<file path="src/rtl/lcd_init_seq_if.sv">
// Sequencer-side bundle: command table port plus SPI master handshake.
// master = sequencer, slave = table ROM / SPI master side.
interface lcd_init_seq_if #(
   parameter int TABLE_AW = 5
);
   logic [TABLE_AW-1:0] cmd_addr;
   logic [9:0]          cmd_word;
   logic                spi_start;
   logic [7:0]          spi_data;
   logic                spi_dc;
   logic                spi_busy;

   modport master (
      output cmd_addr,
      output spi_start,
      output spi_data,
      output spi_dc,
      input  cmd_word,
      input  spi_busy
   );

   modport slave (
      input  cmd_addr,
      input  spi_start,
      input  spi_data,
      input  spi_dc,
      output cmd_word,
      output spi_busy
   );
endinterface

</file>
<file path="src/rtl/lcd_init_seq.sv">
// LCD bring-up sequencer: reset pulse, power-up wait, then walks a command table.
// Define LCD_SEQ_WATCHDOG_EN to abort stuck SPI transfers after 255 ms via seq_err.
module lcd_init_seq #(
   parameter int TABLE_AW   = 5,
   parameter int RESET_MS   = 10,
   parameter int POWERUP_MS = 40
) (
   input  logic           clk,
   input  logic           rst,
   input  logic           i_tick_1khz,
   input  logic           i_go,
   lcd_init_seq_if.master bus,
   output logic           o_lcd_rst_n,
   output logic           o_seq_busy,
   output logic           o_seq_done,
   output logic           o_seq_err
);

   typedef enum logic [3:0] {
      S_IDLE,
      S_RST_LOW,
      S_RST_WAIT,
      S_FETCH,
      S_DECODE,
      S_SEND,
      S_ACK,
      S_XFER,
      S_DELAY,
      S_DONE
   } state_t;

   localparam logic [1:0] OP_CMD   = 2'b00;
   localparam logic [1:0] OP_DATA  = 2'b01;
   localparam logic [1:0] OP_DELAY = 2'b10;
   localparam logic [1:0] OP_END   = 2'b11;

   localparam logic [7:0] RESET_CNT = 8'(RESET_MS);
   localparam logic [7:0] PWRUP_CNT = 8'(POWERUP_MS);

   localparam logic [TABLE_AW-1:0] ADDR_LAST = '1;
   localparam logic [TABLE_AW-1:0] ADDR_ONE  = TABLE_AW'(1);

   state_t              r_state;
   state_t              w_state;
   logic [TABLE_AW-1:0] r_addr;
   logic [TABLE_AW-1:0] w_addr;
   logic                r_start;
   logic                w_start;
   logic [7:0]          r_data;
   logic [7:0]          w_data;
   logic                r_dc;
   logic                w_dc;
   logic                r_rst_n;
   logic                w_rst_n;
   logic                r_busy;
   logic                w_busy;
   logic                r_done;
   logic                w_done;
   logic [7:0]          r_cnt;
   logic [7:0]          w_cnt;
   logic                w_advance;
   logic [1:0]          w_op;
   logic [7:0]          w_arg;

`ifdef LCD_SEQ_WATCHDOG_EN
   localparam logic [7:0] WDOG_TRIP = 8'd254;

   logic       r_err;
   logic       w_err;
   logic [7:0] r_wdog;
   logic [7:0] w_wdog;
   logic       w_wd_on;
`endif

   assign w_op  = bus.cmd_word[9:8];
   assign w_arg = bus.cmd_word[7:0];

   always_ff @(posedge clk or posedge rst) begin
      if (rst) begin
         r_state <= S_IDLE;
         r_addr  <= '0;
         r_start <= 1'b0;
         r_data  <= 8'd0;
         r_dc    <= 1'b0;
         r_rst_n <= 1'b1;
         r_busy  <= 1'b0;
         r_done  <= 1'b0;
         r_cnt   <= 8'd0;
`ifdef LCD_SEQ_WATCHDOG_EN
         r_err   <= 1'b0;
         r_wdog  <= 8'd0;
`endif
      end else begin
         r_state <= w_state;
         r_addr  <= w_addr;
         r_start <= w_start;
         r_data  <= w_data;
         r_dc    <= w_dc;
         r_rst_n <= w_rst_n;
         r_busy  <= w_busy;
         r_done  <= w_done;
         r_cnt   <= w_cnt;
`ifdef LCD_SEQ_WATCHDOG_EN
         r_err   <= w_err;
         r_wdog  <= w_wdog;
`endif
      end
   end

   always_comb begin
      w_state   = r_state;
      w_addr    = r_addr;
      w_start   = 1'b0;
      w_data    = r_data;
      w_dc      = r_dc;
      w_rst_n   = r_rst_n;
      w_busy    = r_busy;
      w_done    = r_done;
      w_cnt     = r_cnt;
      w_advance = 1'b0;
`ifdef LCD_SEQ_WATCHDOG_EN
      w_err     = r_err;
      w_wdog    = r_wdog;
      w_wd_on   = 1'b0;
`endif

      unique case (r_state)
         S_IDLE: begin
            if (i_go) begin
               w_state = S_RST_LOW;
               w_done  = 1'b0;
               w_busy  = 1'b1;
               w_rst_n = 1'b0;
               w_cnt   = RESET_CNT;
               w_addr  = '0;
`ifdef LCD_SEQ_WATCHDOG_EN
               w_err   = 1'b0;
`endif
            end
         end
         // Counters expire on the tick that would take them to zero.
         S_RST_LOW: begin
            if (i_tick_1khz) begin
               if (r_cnt <= 8'd1) begin
                  w_state = S_RST_WAIT;
                  w_rst_n = 1'b1;
                  w_cnt   = PWRUP_CNT;
               end else begin
                  w_cnt = r_cnt - 8'd1;
               end
            end
         end
         S_RST_WAIT: begin
            if (i_tick_1khz) begin
               if (r_cnt <= 8'd1) begin
                  w_state = S_FETCH;
                  w_cnt   = 8'd0;
               end else begin
                  w_cnt = r_cnt - 8'd1;
               end
            end
         end
         S_FETCH: begin
            w_state = S_DECODE;
         end
         S_DECODE: begin
            unique case (w_op)
               OP_CMD, OP_DATA: begin
                  w_data  = w_arg;
                  w_dc    = w_op[0];
                  w_state = S_SEND;
               end
               OP_DELAY: begin
                  if (w_arg == 8'd0) begin
                     w_advance = 1'b1;
                  end else begin
                     w_cnt   = w_arg;
                     w_state = S_DELAY;
                  end
               end
               OP_END: begin
                  w_state = S_DONE;
               end
            endcase
         end
         S_SEND: begin
            if (!bus.spi_busy) begin
               w_start = 1'b1;
               w_state = S_ACK;
            end
         end
         S_ACK: begin
            if (bus.spi_busy) begin
               w_state = S_XFER;
            end
         end
         S_XFER: begin
            if (!bus.spi_busy) begin
               w_advance = 1'b1;
            end
         end
         S_DELAY: begin
            if (i_tick_1khz) begin
               if (r_cnt <= 8'd1) begin
                  w_cnt     = 8'd0;
                  w_advance = 1'b1;
               end else begin
                  w_cnt = r_cnt - 8'd1;
               end
            end
         end
         S_DONE: begin
            w_busy  = 1'b0;
            w_done  = 1'b1;
            w_state = S_IDLE;
         end
         default: begin
            w_state = S_IDLE;
         end
      endcase

      // The table address saturates: running off the end finishes the sequence.
      if (w_advance) begin
         if (r_addr == ADDR_LAST) begin
            w_state = S_DONE;
         end else begin
            w_addr  = r_addr + ADDR_ONE;
            w_state = S_FETCH;
         end
      end

`ifdef LCD_SEQ_WATCHDOG_EN
      w_wd_on = (r_state == S_SEND) ||
                (r_state == S_ACK)  ||
                (r_state == S_XFER);
      if (w_wd_on && i_tick_1khz && (r_wdog == WDOG_TRIP)) begin
         w_err   = 1'b1;
         w_start = 1'b0;
         w_state = S_DONE;
      end
      if (w_state != r_state) begin
         w_wdog = 8'd0;
      end else if (w_wd_on && i_tick_1khz) begin
         w_wdog = r_wdog + 8'd1;
      end
`endif
   end

   assign bus.cmd_addr  = r_addr;
   assign bus.spi_start = r_start;
   assign bus.spi_data  = r_data;
   assign bus.spi_dc    = r_dc;
   assign o_lcd_rst_n   = r_rst_n;
   assign o_seq_busy    = r_busy;
   assign o_seq_done    = r_done;

`ifdef LCD_SEQ_WATCHDOG_EN
   assign o_seq_err = r_err;
`else
   assign o_seq_err = 1'b0;
`endif

endmodule

</file>
<file path="src/flat_wrapper.sv">
// flat-port wrapper written by rule: the top's interface ports become plain ports
module lcd_init_seq_flat 
#(
   parameter int TABLE_AW   = 5,
   parameter int RESET_MS   = 10,
   parameter int POWERUP_MS = 40
)
  (clk, rst, i_tick_1khz, i_go, o_lcd_rst_n, o_seq_busy, o_seq_done, o_seq_err, bus_cmd_addr, bus_spi_start, bus_spi_data, bus_spi_dc, bus_cmd_word, bus_spi_busy);
  lcd_init_seq_if #(.TABLE_AW(TABLE_AW)) bus_i ();
  input  logic clk;
  input  logic rst;
  input  logic i_tick_1khz;
  input  logic i_go;
  output logic o_lcd_rst_n;
  output logic o_seq_busy;
  output logic o_seq_done;
  output logic o_seq_err;
  output wire logic [$bits(bus_i.cmd_addr)-1:0] bus_cmd_addr;
  output wire logic [$bits(bus_i.spi_start)-1:0] bus_spi_start;
  output wire logic [$bits(bus_i.spi_data)-1:0] bus_spi_data;
  output wire logic [$bits(bus_i.spi_dc)-1:0] bus_spi_dc;
  input wire logic [$bits(bus_i.cmd_word)-1:0] bus_cmd_word;
  input wire logic [$bits(bus_i.spi_busy)-1:0] bus_spi_busy;
  assign bus_cmd_addr = bus_i.cmd_addr;
  assign bus_spi_start = bus_i.spi_start;
  assign bus_spi_data = bus_i.spi_data;
  assign bus_spi_dc = bus_i.spi_dc;
  assign bus_i.cmd_word = bus_cmd_word;
  assign bus_i.spi_busy = bus_spi_busy;
  lcd_init_seq #(.TABLE_AW(TABLE_AW), .RESET_MS(RESET_MS), .POWERUP_MS(POWERUP_MS)) u_core (.clk(clk), .rst(rst), .i_tick_1khz(i_tick_1khz), .i_go(i_go), .bus(bus_i), .o_lcd_rst_n(o_lcd_rst_n), .o_seq_busy(o_seq_busy), .o_seq_done(o_seq_done), .o_seq_err(o_seq_err));
endmodule
</file>
<file path="config.mk">
export PLATFORM = sky130hd
export DESIGN_NAME = lcd_init_seq_flat
export DESIGN_NICKNAME = d
export VERILOG_FILES = /design/src/rtl/lcd_init_seq_if.sv /design/src/rtl/lcd_init_seq.sv /design/src/flat_wrapper.sv
export SDC_FILE = /design/constraint.sdc
export NUM_CORES = 1
export LEC_CHECK = 0
export BUFFER_PORTS_ARGS = -buffer_cell sky130_fd_sc_hd__buf_2
export CAP_MARGIN = 20
export CORE_MARGIN = 4
export CORE_UTILIZATION = 45
export CTS_BUF_LIST = sky130_fd_sc_hd__clkbuf_2
export CTS_CLUSTER_SIZE = 14
export DETAILED_ROUTE_END_ITERATION = 6
export PLACE_DENSITY = 0.67
export SYNTH_ARGS = -nofsm -noshare
export SYNTH_HDL_FRONTEND = slang
export SYNTH_SLANG_ARGS = --single-unit
export TNS_END_PERCENT = 1
</file>
<file path="constraint.sdc">
create_clock -name clk -period 7.1 [get_ports clk]
set_input_delay 0.355 -clock clk [delete_from_list [all_inputs] [get_ports clk]]
set_output_delay 0.355 -clock clk [all_outputs]
set_load 0.005 [all_outputs]
</file>
==> flow_summary.json, run 1 <==
{
  "status": "finished clean",
  "grt_antenna_before_repair": 0,
  "synthFlopType": "dfrtp_1",
  "required_ps": 7360,
  "die_area_um2": 5290,
  "cts_tree": "done",
  "die_x_um": 72.7,
  "grt_setup_unrepaired": "no",
  "grt_pass1_vias": 1639,
  "maxSlewHeadroom_pct": 35.3,
  "max_freq_ghz": 0.382,
  "synthCells": 204,
  "cpPeakStageDelay_ps": 680,
  "startpoint": "u_core.r_state[3]",
  "diodes": 0,
  "async_reset_ff_share_pct": 100,
  "fillers": 388,
  "netlist_top_cells_area": "dfrtp_1, mux2_2, nand2_1, a21oi_1, ha_1",
  "place_inst": 276,
  "yosysTopAreaCell": "dfrtp_1",
  "r2r-start": "u_core.r_state[3]",
  "cts_setup_buffers": 0,
  "first_iter_violations": 94,
  "ff2ff_setup_slack_ps": 4480,
  "final_cells": 284,
  "cts_resized": 0,
  "coreArea_um2": 4030,
  "synth_warnings": 0,
  "synth_fp_nets": 223,
  "cts_buffers": 5,
  "layout_common_cells": "buf_2, dfrtp_1, nand2_1",
  "power_density_nw_per_um2": 444,
  "initial_utilization_pct": 46.8,
  "drc": 0,
  "syn_to_final_growth_pct": 11.3,
  "cts-root-buf": "clkbuf_2",
  "cp_max_fo": 18,
  "cap_viol_max_count": 0,
  "r2r-end": "u_core.r_state[1]",
  "grt_use_total_pct": 18.9,
  "dr.pass1.iters": 4,
  "setup.worst_path.end": "u_core.r_state[1]",
  "place.port_buffers": 32,
  "cp_slowest_cell": "or4b_1",
  "critPathKind": "flop to flop",
  "final_antenna_net_count": 0,
  "worstPathCellList": "or4b_1 > and4bb_1 > a211oi_1 > or3_1 > a221o_1",
  "total_power_mw": 0.932,
  "timing_hold_violations_final": 0,
  "viasPerCell": 5.89,
  "grt_max_degree": 31,
  "clkTransAtPathRegs_ps": 160,
  "clock_latency_ps": 360,
  "nNetsFinal": 252,
  "synth_top_area_share_pct": 38.5,
  "finalCritPeriodShare_pct": 36.9,
  "grt-ovfl-total": 0,
  "skew_ps": 13.8,
  "layout-drive-gt1-share_pct": 23.9,
  "h-tree-depth": 2,
  "setup_violations": 0,
  "crit_path_start_kind": "flop",
  "fin_crit_ps": 2620,
  "clockBufferDepth": 2,
  "cp-end-kind": "flop",
  "die_h_um": 72.7,
  "tns_ps": 0,
  "ys_seq_elements": 30,
  "ir_worst_vdd_v": 0.000220,
  "tightestPinTransition_ps": 946,
  "synth_seq_area_share_pct": 39.9,
  "synth.avg_cell_area_um2": 9.24,
  "dp_hpwl_um": 3270,
  "min_path_type": "input pin to async pin",
  "synth_edf_count": 0,
  "p_leak_nw": 0.940,
  "vias": 1674,
  "layout_commonest_cell": "buf_2",
  "cts_hold_buf": 0,
  "wl_um": 4440,
  "rows": 23,
  "finalMaxSlewViolations": 0,
  "cp.arrival_ps": 2880,
  "gp_congestion": 0.783,
  "ys_types": 55,
  "io_pins": 34,
  "cts_sinks": 30,
  "wl_per_cell_um": 15.6,
  "grt_pass1_wl_um": 7850,
  "syn_area_um2": 1890,
  "rr_worst_depth": 5
}
[layout make-up]
class	count	area [um^2]	area share [%]
Multi-Input combinational cell	150	1030	49.0
Tap cell	50	62.6	2.98
Timing Repair Buffer	33	168	7.99
Clock inverter	2	8.76	0.417
Sequential cell	30	752	35.8
Clock buffer	6	30.0	1.43
Inverter	13	48.8	2.33
[critical path, delay by kind of cell, from the launching register on]
family / cells / cell delay [ps]
AOI/OAI and AO/OA: 2 / 430
DFF: 1 / 610
and+or+nand+nor: 3 / 1480
[where the power goes]
group | switching, mW | internal (mW) | total, mW
clock | 0.0576 | 0.0242 | 0.0818
combinational | 0.277 | 0.229 | 0.507
sequential | 0.100 | 0.244 | 0.344
[state kept, by name, indices dropped and copies added (netlist names)]
signal	count
u_core.o_lcd_rst_n	1
u_core.bus.spi_start	1
u_core.r_state	4
u_core.r_cnt	8
u_core.o_seq_done	1
u_core.o_seq_busy	1
u_core.bus.cmd_addr	5
u_core.bus.spi_data	8
u_core.bus.spi_dc	1
[routing by layer]
metal | GRT usage [%] | part of all wire [%] | up-vias
li1 | - | - | 824
met1 | 27.5 | 48 | 784
met2 | 26.6 | 43 | 57
met3 | 5.23 | 7.5 | 9
met4 | 6.97 | 1.9 | 0
met5 | 0 | 0 | -
[synth_stat cells (4+ instances only)]
library cell  instances
and3_1                4
dfrtp_1              29
inv_1                13
mux2_2               10
o22ai_1               6
a21oi_1              10
nor4_1                5
nor3_1                4
ha_1                  4
nand2b_1              8
nand2_1              16
o21ai_0               9
nor2_1               12
a211oi_1              5
clkbuf_1              4
nand3_1               4
o211ai_1              5
[cell families (layout without fill, tap and decap cells)]
logic type,after synthesis,in the layout,share of synthesized area [%]
buffers and inverters,24,54,5.57
multiplexers,11,11,6.50
XOR/XNOR,4,4,1.86
adder cells (fa/ha/maj),5,5,3.19
AND/OR/NAND/NOR,68,68,19.7
other,1,1,0.199
AO/OA/AOI/OAI,61,61,23.1
flip-flops,30,30,39.9
[worst min-delay path by stage]
stage | startpoint | end | slack, ps | depth (start not counted)
6_report | rst | u_core.r_cnt[6] | 40 | 3
2_1_floorplan | bus_spi_busy | u_core.bus.spi_start | 430 | 1
3_5_place_dp | rst | u_core.bus.spi_data[7] | 450 | 3
4_1_cts | rst | u_core.bus.spi_start | 30 | 3
3_3_place_gp | rst | u_core.bus.spi_data[1] | 450 | 3
5_1_grt | rst | u_core.bus.spi_data[2] | 60 | 3
[per-stage QoR]
stage | util, % | hold WS [ps] | worst slack, ps | cell area [um^2]
floorplan | - | 428 | 4780 | 1890
global placement | 51.1 | 449 | 4540 | 2060
detailed placement | 51.1 | 448 | 4520 | 2060
CTS | 52.1 | 34.6 | 4500 | 2100
global route | 52.1 | 57.6 | 4240 | 2100
finish | 52.1 | 37.5 | 4480 | 2100
No activity file was read; power rests on OpenSTA's default activity.
==> inputs of run 2 (changes only) <==
- clock period: 7.1 -> 2.7 ns (I/O delays scaled with it)
==> run 2 against run 1 <==
Net effect:
- fmax is 7.4% higher
- via count up 4.8%
- global-route usage is 1.1 points higher
- first-iteration DRC count fell by 14%
- sequential power increased by 130%
- register-to-register slack got worse by 4200 ps
- die area unchanged
- cell area up 9.0%
- clock power rose to 3.9 times the previous value
- non-clock buffer count is 18 higher
- worst setup slack lost 4200 ps
- critical path type unchanged
- critical endpoint unchanged
- largest cell class unchanged
==> flow_summary.json, run 2 (same netlist as run 1, synthesis figures left out) <==
{
  "clkPwrFrac_pct": 12.0,
  "max_freq_ghz": 0.410,
  "wl_per_cell_um": 15.6,
  "total_power_mw": 2.69,
  "critPathKind": "flop to flop",
  "holdPathStages": 2,
  "tightestPinTransition_ps": 741,
  "grt_pass1_vias": 1730,
  "power_frac_comb_pct": 58.9,
  "status": "finished clean",
  "wl_um": 4700,
  "finalMaxSlewViolations": 0,
  "h-tree-depth": 2,
  "tns_ps": 0,
  "cp_max_fo": 3,
  "finalCritPeriodShare_pct": 90.2,
  "grt_max_degree": 31,
  "die_x_um": 72.7,
  "min_path_type": "input pin to flop",
  "cp-end-kind": "flop",
  "initial_utilization_pct": 46.8,
  "layout_commonest_cell": "buf_2",
  "coreArea_um2": 4030,
  "cts_sinks": 30,
  "cp.arrival_ps": 2710,
  "p_leak_nw": 1.03,
  "rows": 23,
  "skew_ps": 23.1,
  "internal_power_mw": 1.49,
  "p_switching_mw": 1.20,
  "ff2ff_setup_slack_ps": 260,
  "grt_antenna_before_repair": 0,
  "grt_use_total_pct": 19.9,
  "cts_setup_buffers": 0,
  "min_to": "u_core.bus.spi_data[0]",
  "grt_setup_unrepaired": "no",
  "die_h_um": 72.7,
  "drc": 0,
  "clockBufferDepth": 2,
  "clock_latency_ps": 370,
  "switching_share_pct": 44.7,
  "diodes": 0,
  "gp_congestion": 0.871,
  "cap_viol_max_count": 0,
  "grt_pass1_wl_um": 8230,
  "io_pins": 34,
  "place.port_buffers": 32,
  "layout-drive-gt1-share_pct": 26.2,
  "setup_violations": 0,
  "r2r-start": "u_core.r_cnt[5]",
  "cts_buffers": 5,
  "dp_hpwl_um": 3400,
  "first_iter_violations": 81,
  "layout_common_cells": "buf_2, dfrtp_1, nand2_1",
  "required_ps": 2970,
  "clkTransAtPathRegs_ps": 180,
  "power_frac_seq_pct": 29.2,
  "vias": 1755,
  "dr.pass1.iters": 4,
  "fin_crit_ps": 2440,
  "crit_path_start_kind": "flop",
  "syn_to_final_growth_pct": 21.3,
  "rr_worst_depth": 5,
  "viasPerCell": 5.81,
  "cts_tree": "done",
  "timing_hold_violations_final": 0,
  "hp-start": "bus_cmd_word[0]",
  "cts-root-buf": "clkbuf_2",
  "nNetsFinal": 270,
  "ir_worst_vdd_v": 0.000580,
  "final_antenna_net_count": 0,
  "r2r-end": "u_core.r_state[1]",
  "die_area_um2": 5290,
  "maxSlewHeadroom_pct": 50.6,
  "grt-ovfl-total": 0,
  "power_density_nw_per_um2": 1180
}
[run 2: repair_timing]
item                                    CTS  global route
endpoints found under the hold margin    37             0
hold buffers                              9             0
resized for setup                         0             0
endpoints found under the setup margin    0             0
[run 2: critical path, stage by stage, from the launching register on]
cell      delay [ps]
dfrtp_1          430
or4_1            580
nor4_1           420
a211oi_1         160
or3_1            410
a221o_1          350
[run 2: stage by stage]
| stage | area (um^2) | util [%] | std cells | setup WS [ps] | hold slack, ps |
|---|---|---|---|---|---|
| after floorplan | 1890 | - | 204 | 375 | 208 |
| after global routing | 2290 | 56.8 | 302 | 158 | 7.06 |
| after global placement | 2130 | 52.8 | 285 | 264 | 225 |
| after CTS | 2290 | 56.8 | 302 | 259 | 0.331 |
| final | 2290 | 56.8 | 302 | 264 | 30.3 |
| after detailed placement | 2130 | 52.8 | 285 | 239 | 229 |
[run 2: layer usage]
layer	wire length [um]	vias up	track usage [%]
met3	230	7	4.82
met2	2130	55	29.8
met5	0	-	0
li1	-	866	-
met1	2280	827	28.0
met4	67	0	7.58
[run 2: power by group through the flow]
stage	logic, mW	clock network, mW	registers [mW]
after floorplan	1.12	0	0.774
after global routing	1.77	0.350	0.814
final	1.58	0.321	0.784
after CTS	1.56	0.333	0.784
after detailed placement	1.54	0	0.795
after global placement	1.54	0	0.780
[run 2: final cells by class]
cell class	count	area, um^2
Timing Repair Buffer	51	325
Clock inverter	3	45.0
Sequential cell	30	752
Inverter	13	48.8
Fill cell	373	1740
Clock buffer	5	25.0
Multi-Input combinational cell	150	1030
Tap cell	50	62.6
[run 2: worst max-delay path by stage]
stage | slack, ps | from | endpoint | cells after the start
floorplan | 380 | u_core.r_state[3] | u_core.r_state[1] | 7
CTS | 260 | u_core.r_cnt[5] | u_core.r_state[1] | 5
global route | 160 | u_core.r_cnt[4] | u_core.r_state[1] | 5
detailed placement | 240 | u_core.r_cnt[5] | u_core.r_state[1] | 5
finish | 260 | u_core.r_cnt[5] | u_core.r_state[1] | 5
global placement | 260 | u_core.r_cnt[5] | u_core.r_state[1] | 5
